--- src/rtl/exe_muldiv.sv ---
// rtl/exe_muldiv.sv - iterative multiply/divide unit with HI/LO registers
//
// Purpose: EX-stage MULT/MULTU/DIV/DIVU engine (one result bit per cycle),
// MTHI/MTLO handling and the architectural HI/LO registers.
// Ports:
//   clk        rising-edge clock
//   rst        asynchronous active-low reset
//   start      EX holds a valid mul/div/mthi/mtlo instruction
//   md_op      0 NOP, 1 MULT, 2 MULTU, 3 DIV, 4 DIVU, 5 MTHI, 6 MTLO, 7 NOP
//   rs_val     dividend / multiplicand / MTHI-MTLO source
//   rt_val     divisor / multiplier
//   flush      cancels any in-flight operation
//   busy       operation in progress
//   stall_req  freeze request to the hazard unit
//   done       one-cycle pulse after HI/LO are written by a mul/div
//   hi, lo     HI/LO registers
module exe_muldiv #(
   parameter int WIDTH = 32,
   parameter int ITER  = 32
) (
   input  logic             clk,
   input  logic             rst,
   input  logic             start,
   input  logic [2:0]       md_op,
   input  logic [WIDTH-1:0] rs_val,
   input  logic [WIDTH-1:0] rt_val,
   input  logic             flush,
   output logic             busy,
   output logic             stall_req,
   output logic             done,
   output logic [WIDTH-1:0] hi,
   output logic [WIDTH-1:0] lo
);

   localparam int CW = (ITER > 1) ? $clog2(ITER) : 1;

   typedef enum logic [1:0] {S_IDLE, S_CALC, S_FIX} state_t;

   state_t             r_state;
   logic [CW-1:0]      r_cnt;
   logic               r_is_div;
   logic               r_neg_q;   // product sign for mul, quotient sign for div
   logic               r_neg_r;   // remainder sign (dividend sign)
   logic               r_div0;
   logic [WIDTH-1:0]   r_b;       // |rs| for mul, |rt| for div
   logic [WIDTH-1:0]   r_rs;      // original rs, returned in HI on divide-by-zero
   logic [2*WIDTH-1:0] r_acc;
   logic [WIDTH-1:0]   r_hi;
   logic [WIDTH-1:0]   r_lo;
   logic               r_done;

   logic               w_is_md;
   logic               w_is_div;
   logic               w_signed;
   logic               w_rs_neg;
   logic               w_rt_neg;
   logic [WIDTH-1:0]   w_rs_abs;
   logic [WIDTH-1:0]   w_rt_abs;
   logic [WIDTH:0]     w_msum;
   logic [2*WIDTH-1:0] w_mul_next;
   logic [WIDTH:0]     w_dshift;
   logic [WIDTH:0]     w_dtrial;
   logic               w_qbit;
   logic [2*WIDTH-1:0] w_div_next;
   logic [2*WIDTH-1:0] w_prod;
   logic [WIDTH-1:0]   w_quo;
   logic [WIDTH-1:0]   w_rem;

   assign w_is_md  = (md_op >= 3'd1) && (md_op <= 3'd4);
   assign w_is_div = (md_op == 3'd3) || (md_op == 3'd4);
   assign w_signed = (md_op == 3'd1) || (md_op == 3'd3);
   assign w_rs_neg = w_signed & rs_val[WIDTH-1];
   assign w_rt_neg = w_signed & rt_val[WIDTH-1];
   // -0x80000000 wraps to 0x80000000, which is the correct unsigned magnitude
   assign w_rs_abs = w_rs_neg ? -rs_val : rs_val;
   assign w_rt_abs = w_rt_neg ? -rt_val : rt_val;

   // Shift-add: multiplier sits in the low half and is consumed LSB first
   assign w_msum     = {1'b0, r_acc[2*WIDTH-1:WIDTH]} + (r_acc[0] ? {1'b0, r_b} : '0);
   assign w_mul_next = {w_msum, r_acc[WIDTH-1:1]};

   // Restoring divide: remainder in the high half, dividend shifts out of the
   // low half while quotient bits shift in behind it
   assign w_dshift   = r_acc[2*WIDTH-1:WIDTH-1];
   assign w_dtrial   = w_dshift - {1'b0, r_b};
   assign w_qbit     = ~w_dtrial[WIDTH];
   assign w_div_next = {(w_qbit ? w_dtrial[WIDTH-1:0] : w_dshift[WIDTH-1:0]),
                        r_acc[WIDTH-2:0], w_qbit};

   assign w_prod = r_neg_q ? -r_acc : r_acc;
   assign w_quo  = r_neg_q ? -r_acc[WIDTH-1:0] : r_acc[WIDTH-1:0];
   assign w_rem  = r_neg_r ? -r_acc[2*WIDTH-1:WIDTH] : r_acc[2*WIDTH-1:WIDTH];

   always_ff @(posedge clk or negedge rst) begin
      if (!rst) begin
         r_state  <= S_IDLE;
         r_cnt    <= '0;
         r_is_div <= 1'b0;
         r_neg_q  <= 1'b0;
         r_neg_r  <= 1'b0;
         r_div0   <= 1'b0;
         r_b      <= '0;
         r_rs     <= '0;
         r_acc    <= '0;
         r_hi     <= '0;
         r_lo     <= '0;
         r_done   <= 1'b0;
      end else begin
         r_done <= 1'b0;
         case (r_state)
            S_IDLE: begin
               if (start && !flush) begin
                  if (w_is_md) begin
                     r_is_div <= w_is_div;
                     r_neg_q  <= w_rs_neg ^ w_rt_neg;
                     r_neg_r  <= w_rs_neg;
                     r_div0   <= w_is_div && (rt_val == '0);
                     r_rs     <= rs_val;
                     r_b      <= w_is_div ? w_rt_abs : w_rs_abs;
                     r_acc    <= {{WIDTH{1'b0}}, (w_is_div ? w_rs_abs : w_rt_abs)};
                     r_cnt    <= '0;
                     r_state  <= S_CALC;
                  end else if (md_op == 3'd5) begin
                     r_hi <= rs_val;
                  end else if (md_op == 3'd6) begin
                     r_lo <= rs_val;
                  end
               end
            end
            S_CALC: begin
               if (flush) begin
                  r_state <= S_IDLE;
               end else begin
                  r_acc <= r_is_div ? w_div_next : w_mul_next;
                  r_cnt <= r_cnt + 1'b1;
                  if (r_cnt == CW'(ITER - 1))
                     r_state <= S_FIX;
               end
            end
            S_FIX: begin
               r_state <= S_IDLE;
               if (!flush) begin
                  r_done <= 1'b1;
                  if (!r_is_div) begin
                     r_hi <= w_prod[2*WIDTH-1:WIDTH];
                     r_lo <= w_prod[WIDTH-1:0];
                  end else if (r_div0) begin
                     r_hi <= r_rs;
                     r_lo <= '1;
                  end else begin
                     r_hi <= w_rem;
                     r_lo <= w_quo;
                  end
               end
            end
            default: r_state <= S_IDLE;
         endcase
      end
   end

   assign busy      = (r_state != S_IDLE);
   // While idle busy is 0, so the second term only matters on the issue cycle
   assign stall_req = busy | (start & w_is_md);
   assign done      = r_done;
   assign hi        = r_hi;
   assign lo        = r_lo;

endmodule
--- config.mk ---
export PLATFORM = sky130hd
export DESIGN_NAME = exe_muldiv
export DESIGN_NICKNAME = d
export VERILOG_FILES = /design/src/rtl/exe_muldiv.sv
export SDC_FILE = /design/constraint.sdc
export NUM_CORES = 1
export LEC_CHECK = 0
export BUFFER_PORTS_ARGS = -buffer_cell sky130_fd_sc_hd__buf_2
export CAP_MARGIN = 20
export CORE_ASPECT_RATIO = 1.75
export CORE_MARGIN = 4
export CORE_UTILIZATION = 30
export DETAILED_ROUTE_END_ITERATION = 16
export GPL_TIMING_DRIVEN = 0
export HOLD_SLACK_MARGIN = 0.15
export PLACE_DENSITY = 0.46
export SYNTH_ARGS = -nofsm -noshare
export SYNTH_HDL_FRONTEND = slang
export SYNTH_SLANG_ARGS = --single-unit
--- constraint.sdc ---
create_clock -name clk -period 3.68 [get_ports clk]
set_clock_uncertainty 0.15 [all_clocks]
set_input_delay 0.368 -clock clk [delete_from_list [all_inputs] [get_ports clk]]
set_output_delay 0.368 -clock clk [all_outputs]
set_load 0.01 [all_outputs]
# Yosys cells after proc, flatten, opt, wreduce, memory -nomap -nowiden
# Index checks and enable logic that the tools add are counted.
[op_classes]
n_addsub = 8
order_cmp = 2
eq_ne = 17
muxes = 40
n_bitwise = 6
reduce_logical = 16
[ops]
columns = ["operator", "n"]
rows = [
  ["32-bit 2-to-1 mux", 21],
  ["64-bit 2-to-1 mux", 5],
  ["32-bit negator", 4],
  ["32-bit case mux with 2 select lines", 2],
  ["64-bit case mux with 2 select lines", 1],
  ["64-bit negator", 1],
  ["32-bit by 32-bit adder with 33-bit output", 1],
  ["33-bit by 32-bit subtractor with 33-bit output", 1],
  ["32-bit logical NOT", 1],
  ["2-bit != test, second input constant", 8],
  ["5-bit 2-to-1 mux", 3],
  ["5-bit case mux with 2 select lines", 1],
  ["3-bit == test, second input constant", 3],
  ["2-bit 2-to-1 mux", 4],
  ["3-bit AND reduction", 2],
  ["6-bit AND reduction", 1],
  ["2-bit nonzero test", 3],
  ["5-bit by 1-bit adder with 5-bit output, second input constant", 1],
  ["5-bit == test, second input constant", 1],
  ["5-bit AND reduction", 1],
  ["2-bit case mux with 2 select lines", 1],
  ["4-bit AND reduction", 1],
  ["1-bit AND", 3],
  ["3-bit by 1-bit == test with 1-bit output, second input constant", 1],
  ["other kinds (14)", 18],
]
[word_totals]
regBits = 204
in_bits = 71
output_inout_bits = 67
elab_cells = 101

# Longest topological paths before layout
[depth]
word_depth = 8
depth_mapped = 15
mapped_depth_nobuf = 13

# Least setup slack after synthesis
# Ideal clock, no wire load.
[synth_timing]
path_type = "flip-flop to flip-flop"
start = "register r_acc[0]"
end = "register r_acc[59]"
setup_time_ns = 0.126
arrival_ns = 3.043
required_ns = 3.404
slack_ns = 0.361
stages_incl_launch_ff = 15
path_buffers = 2
synth_period_minus_slack_ns = 3.319
cell_sequence = "dfrtp_1 -> clkbuf_1 -> inv_1 -> clkbuf_1 -> nor2_1 -> ha_1 -> nor2b_1 -> o211ai_1 -> a21oi_1 -> o2111a_1 -> o21ai_0 -> o41a_1 -> o2111ai_1 -> o211ai_1 -> a311o_1"
[synth_between]
elab_chain_cells = 5
[synth_rtl]
columns = ["item", "line_no", "source"]
rows = [
  ["start: declaration", "47", "logic [2*WIDTH-1:0] r_acc;"],
  ["start signal: assignment", "120", "r_acc <= {{WIDTH{1'b0}}, (w_is_div ? w_rs_abs : w_rt_abs)};"],
  ["start signal: assignment", "134", "r_acc <= r_is_div ? w_div_next : w_mul_next;"],
  ["32-bit 2-to-1 mux", "79", "assign w_msum = {1'b0, r_acc[2*WIDTH-1:WIDTH]} + (r_acc[0] ? {1'b0, r_b} : '0);"],
  ["32-bit by 32-bit adder with 33-bit output", "79", ""],
  ["64-bit 2-to-1 mux", "134", ""],
  ["64-bit 2-to-1 mux", "131", "if (flush) begin"],
  ["64-bit case mux with 2 select lines", "110", "case (r_state)"],
]
# No other way between the ends. The select of a mux whose other input is x is not followed.
# A chain may end at the register's enable or synchronous reset.

# Worst setup path in the final report
# Same ends and word-level chain as after synthesis.

==> flow_summary.toml <==
[power_and_ir_drop]
p_comb_share_pct = 59.1
swShare_pct = 51.6
powerDensity_mw_per_mm2 = 793
clock_power_share_pct = 16.6
ir_drop_v = 0.000399
power_frac_seq_pct = 24.4
p_leak_nw = 8.74
switchingPower_mw = 8.52
intPower_mw = 7.98
fin_total_pwr_mw = 16.5

[floorplan]
die_h_um = 327
core_area_mm2 = 0.0573
fp.dieArea_mm2 = 0.0620
start_util_pct = 30.3
ios = 138
std_cell_rows = 116
die_w_um = 190

[worst_setup_path]
cp_slowest_cell = "o41a_1"
reg2reg_depth = 13
required_ps = 3990
critPathBufInv = 2
crit_type = "reg -> reg"
reg2reg_from = "r_acc[0]$_DFFE_PN0P_"
r2r_slack_ps = -30
critPathMaxFanout = 10
crit_family = "compound AO/OA/AOI/OAI gates"
start_kind = "register"
cp_num_cells = 13
r2r-end = "r_acc[59]$_DFFE_PN0P_"
crit_chain = "inv_2, clkbuf_16, nor2_1, ha_1, nor2b_4, o211ai_1, a21oi_2, o2111a_1, o21ai_2, o41a_1, o21a_1, o211ai_1, a311o_1"
max_stage_delay_ps = 460
end_kind = "register"
crit_path_frequent_cell = "o211ai_1"
crit_arrival_ps = 4010

[grt]
grt_pass1_wl_um = 137000
track_usage_pct = 30.3
grt_pass1_vias = 19400
grt_start_max_net_pins = 104
overflow = 0
grt_antenna_before_repair = 1

[route]
dr.pass1.iters = 7
wl_per_cell_um = 29.2
drc = 0
vias = 19200
drt.antenna.violating_nets = 0
drt_iter0_drc = 1692
wirelength_um = 96800
avgViaCountPerCell = 5.80

[layout]
stdcell_count = 3311
final_cell_area_mm2 = 0.0208
syn2layout_area_growth_pct = 19.6
utilization_pct = 36.3
nets = 2670
antenna_cells = 0
layout-drive-gt1-share_pct = 12.1

[yosys]
synthesis.area_mm2 = 0.0174
yosysMostFrequentCell = "nand2_1"
synthCells = 2321
synth_top_cell_by_area = "dfrtp_1"
avgSynthCellArea_um2 = 7.49
synth_area_leaders = "dfrtp_1 (29%), o21ai_0 (7.2%), nand2_1 (6.6%)"
ys_async_sr_fraction_pct = 100
synth_edf_count = 0
ys_types = 75
synth_common_cells = "nand2_1 (308), o21ai_0 (250), a21oi_1 (215), nor2_1 (215), dfrtp_1 (204)"
ys_seq_elements = 204
synth_fp_nets = 2464
yosys_warnings = 0
synth_top_area_share_pct = 29.4
ys.flop_type = "dfrtp_1"
ys_seq_area_share_pct = 29.4

[place]
place_area_mm2 = 0.0191
numPlacedInstances = 3221
place_congestion = 0.961
io_buffers = 128
hpwl_um = 76600

[cts]
clock-root-buffer = "clkbuf_16"
htreeDepth = 1
clock-sinks = 204
clk_latency_ps = 580
clk_pin_slew_ps = 70
cts_buffer_depth = 3
cts_made_buffers = 24
cts_tree = "yes"

[outcome]
status = "complete, but fails checks"
failed_checks = "setup timing"

[timing]
finalCritPeriodShare_pct = 101
relSlewSlack_pct = 21.8
max_freq_ghz = 0.270
worst_slew_pin_slew_ps = 1170
holdWs_ps = 171
timing.final.max_slew_violations = 0
hold_violations = 0
finalSetupViolCount = 2
setup_ws_ps = -27.5
min_period_ps = 3710

[min_path]
min_path_type = "in -> reg"
hold_path_end = "r_b[5]$_DFFE_PN0P_"
hold_path_depth = 5
min-delay-start = "rt_val[5]"

[job]
max-cap-violations = 0
[worst max path at each step]
stage,start,endpoint
floorplan,r_acc[0]$_DFFE_PN0P_,r_acc[59]$_DFFE_PN0P_
global placement,rst,r_acc[40]$_DFFE_PN0P_
detailed placement,r_acc[0]$_DFFE_PN0P_,r_acc[62]$_DFFE_PN0P_
CTS,r_acc[0]$_DFFE_PN0P_,r_acc[59]$_DFFE_PN0P_
global route,r_acc[33]$_DFFE_PN0P_,hi[18]$_DFFE_PN0P_
finish,r_acc[0]$_DFFE_PN0P_,r_acc[59]$_DFFE_PN0P_
[cell families after synthesis]
family	Yosys count	share of synthesized area [%]
and+or+nand+nor	782	20.3
buffers and inverters	247	5.37
DFF	204	29.4
xor gates and xnor gates	182	9.16
AOI/OAI and AO/OA	768	26.7
muxes	66	3.83
adders and majority gates	72	5.27
[sequential cells by signal, summed over array words and instances, names as in the netlist]
name and cells:
r_neg_q 1, done 1, r_is_div 1, r_acc 64, r_state 2, lo 32, r_rs 32, r_b 32
r_cnt 5, hi 32, r_neg_r 1, r_div0 1
[area by class of cell]
class	instances	area [um2]
Buffer	165	686
Clock buffer	31	698
Clock inverter	12	156
Fill cell	6238	36500
Inverter	76	285
Multi-Input combinational cell	1870	11700
Sequential cell	204	5120
Tap cell	767	960
Timing Repair Buffer	186	1220
[metal layers]
| layer | part of all wire, % | vias up | GRT usage [%] |
|---|---|---|---|
| li1 | - | 8710 | - |
| met1 | 35 | 9416 | 32.0 |
| met2 | 51 | 811 | 54.6 |
| met3 | 4.3 | 281 | 3.32 |
| met4 | 9.9 | 2 | 22.7 |
| met5 | 0.013 | - | 0 |
[layout by cell type (no fill, tap or decap), types with 16 or more instances in the layout]
cell type / n
nand4_1: 23
buf_2: 132
o31ai_1: 27
buf_4: 19
ha_1: 67
nand3_1: 51
dlygate4sd3_1: 34
a31oi_1: 17
or3_1: 17
xnor2_1: 122
mux2i_1: 60
o22ai_1: 41
o211ai_1: 29
nand2_1: 308
nor3_1: 41
a21o_1: 41
nor2_1: 215
o21ai_0: 240
dfrtp_1: 191
clkbuf_16: 26
clkbuf_1: 136
nand2b_1: 17
a22oi_1: 16
a21oi_1: 207
xor2_1: 59
inv_1: 72
[worst reg2reg max path, stage by stage (launching register included)]
cell and delay [ps]:
dfrtp_2 450, inv_2 140, clkbuf_16 190, nor2_1 60
ha_1 340, nor2b_4 150, o211ai_1 350, a21oi_2 130
o2111a_1 280, o21ai_2 240, o41a_1 460, o21a_1 170
o211ai_1 180, a311o_1 310
[power by group through the flow]
stage	Combinational (mW)	Sequential (mW)	Clock [mW]
final	9.74	4.02	2.73
after global routing	10.5	4.06	2.86
after CTS	9.38	4.00	2.79
after detailed placement	9.05	3.99	0
after global placement	8.99	3.99	0
after floorplan	5.90	3.59	0
[per-stage QoR]
stage	setup WS, ps	setup TNS, ps
after floorplan	361	0
after global placement	-1940	-428040
after detailed placement	-1120	-34500
after CTS	3.02	0
after global routing	-15.7	-22.5
final	-27.5	-34.8
[repair_timing]
item / in CTS / in global routing
hold buffers: 34 / 0
setup buffers: 11 / 8
resized for setup: 79 / 49
endpoints found under the hold margin: 175 / 0
setup endpoints to repair: 60 / 53
pin swaps: 9 / 12
Note: power is estimated with default switching activity, not from simulation.
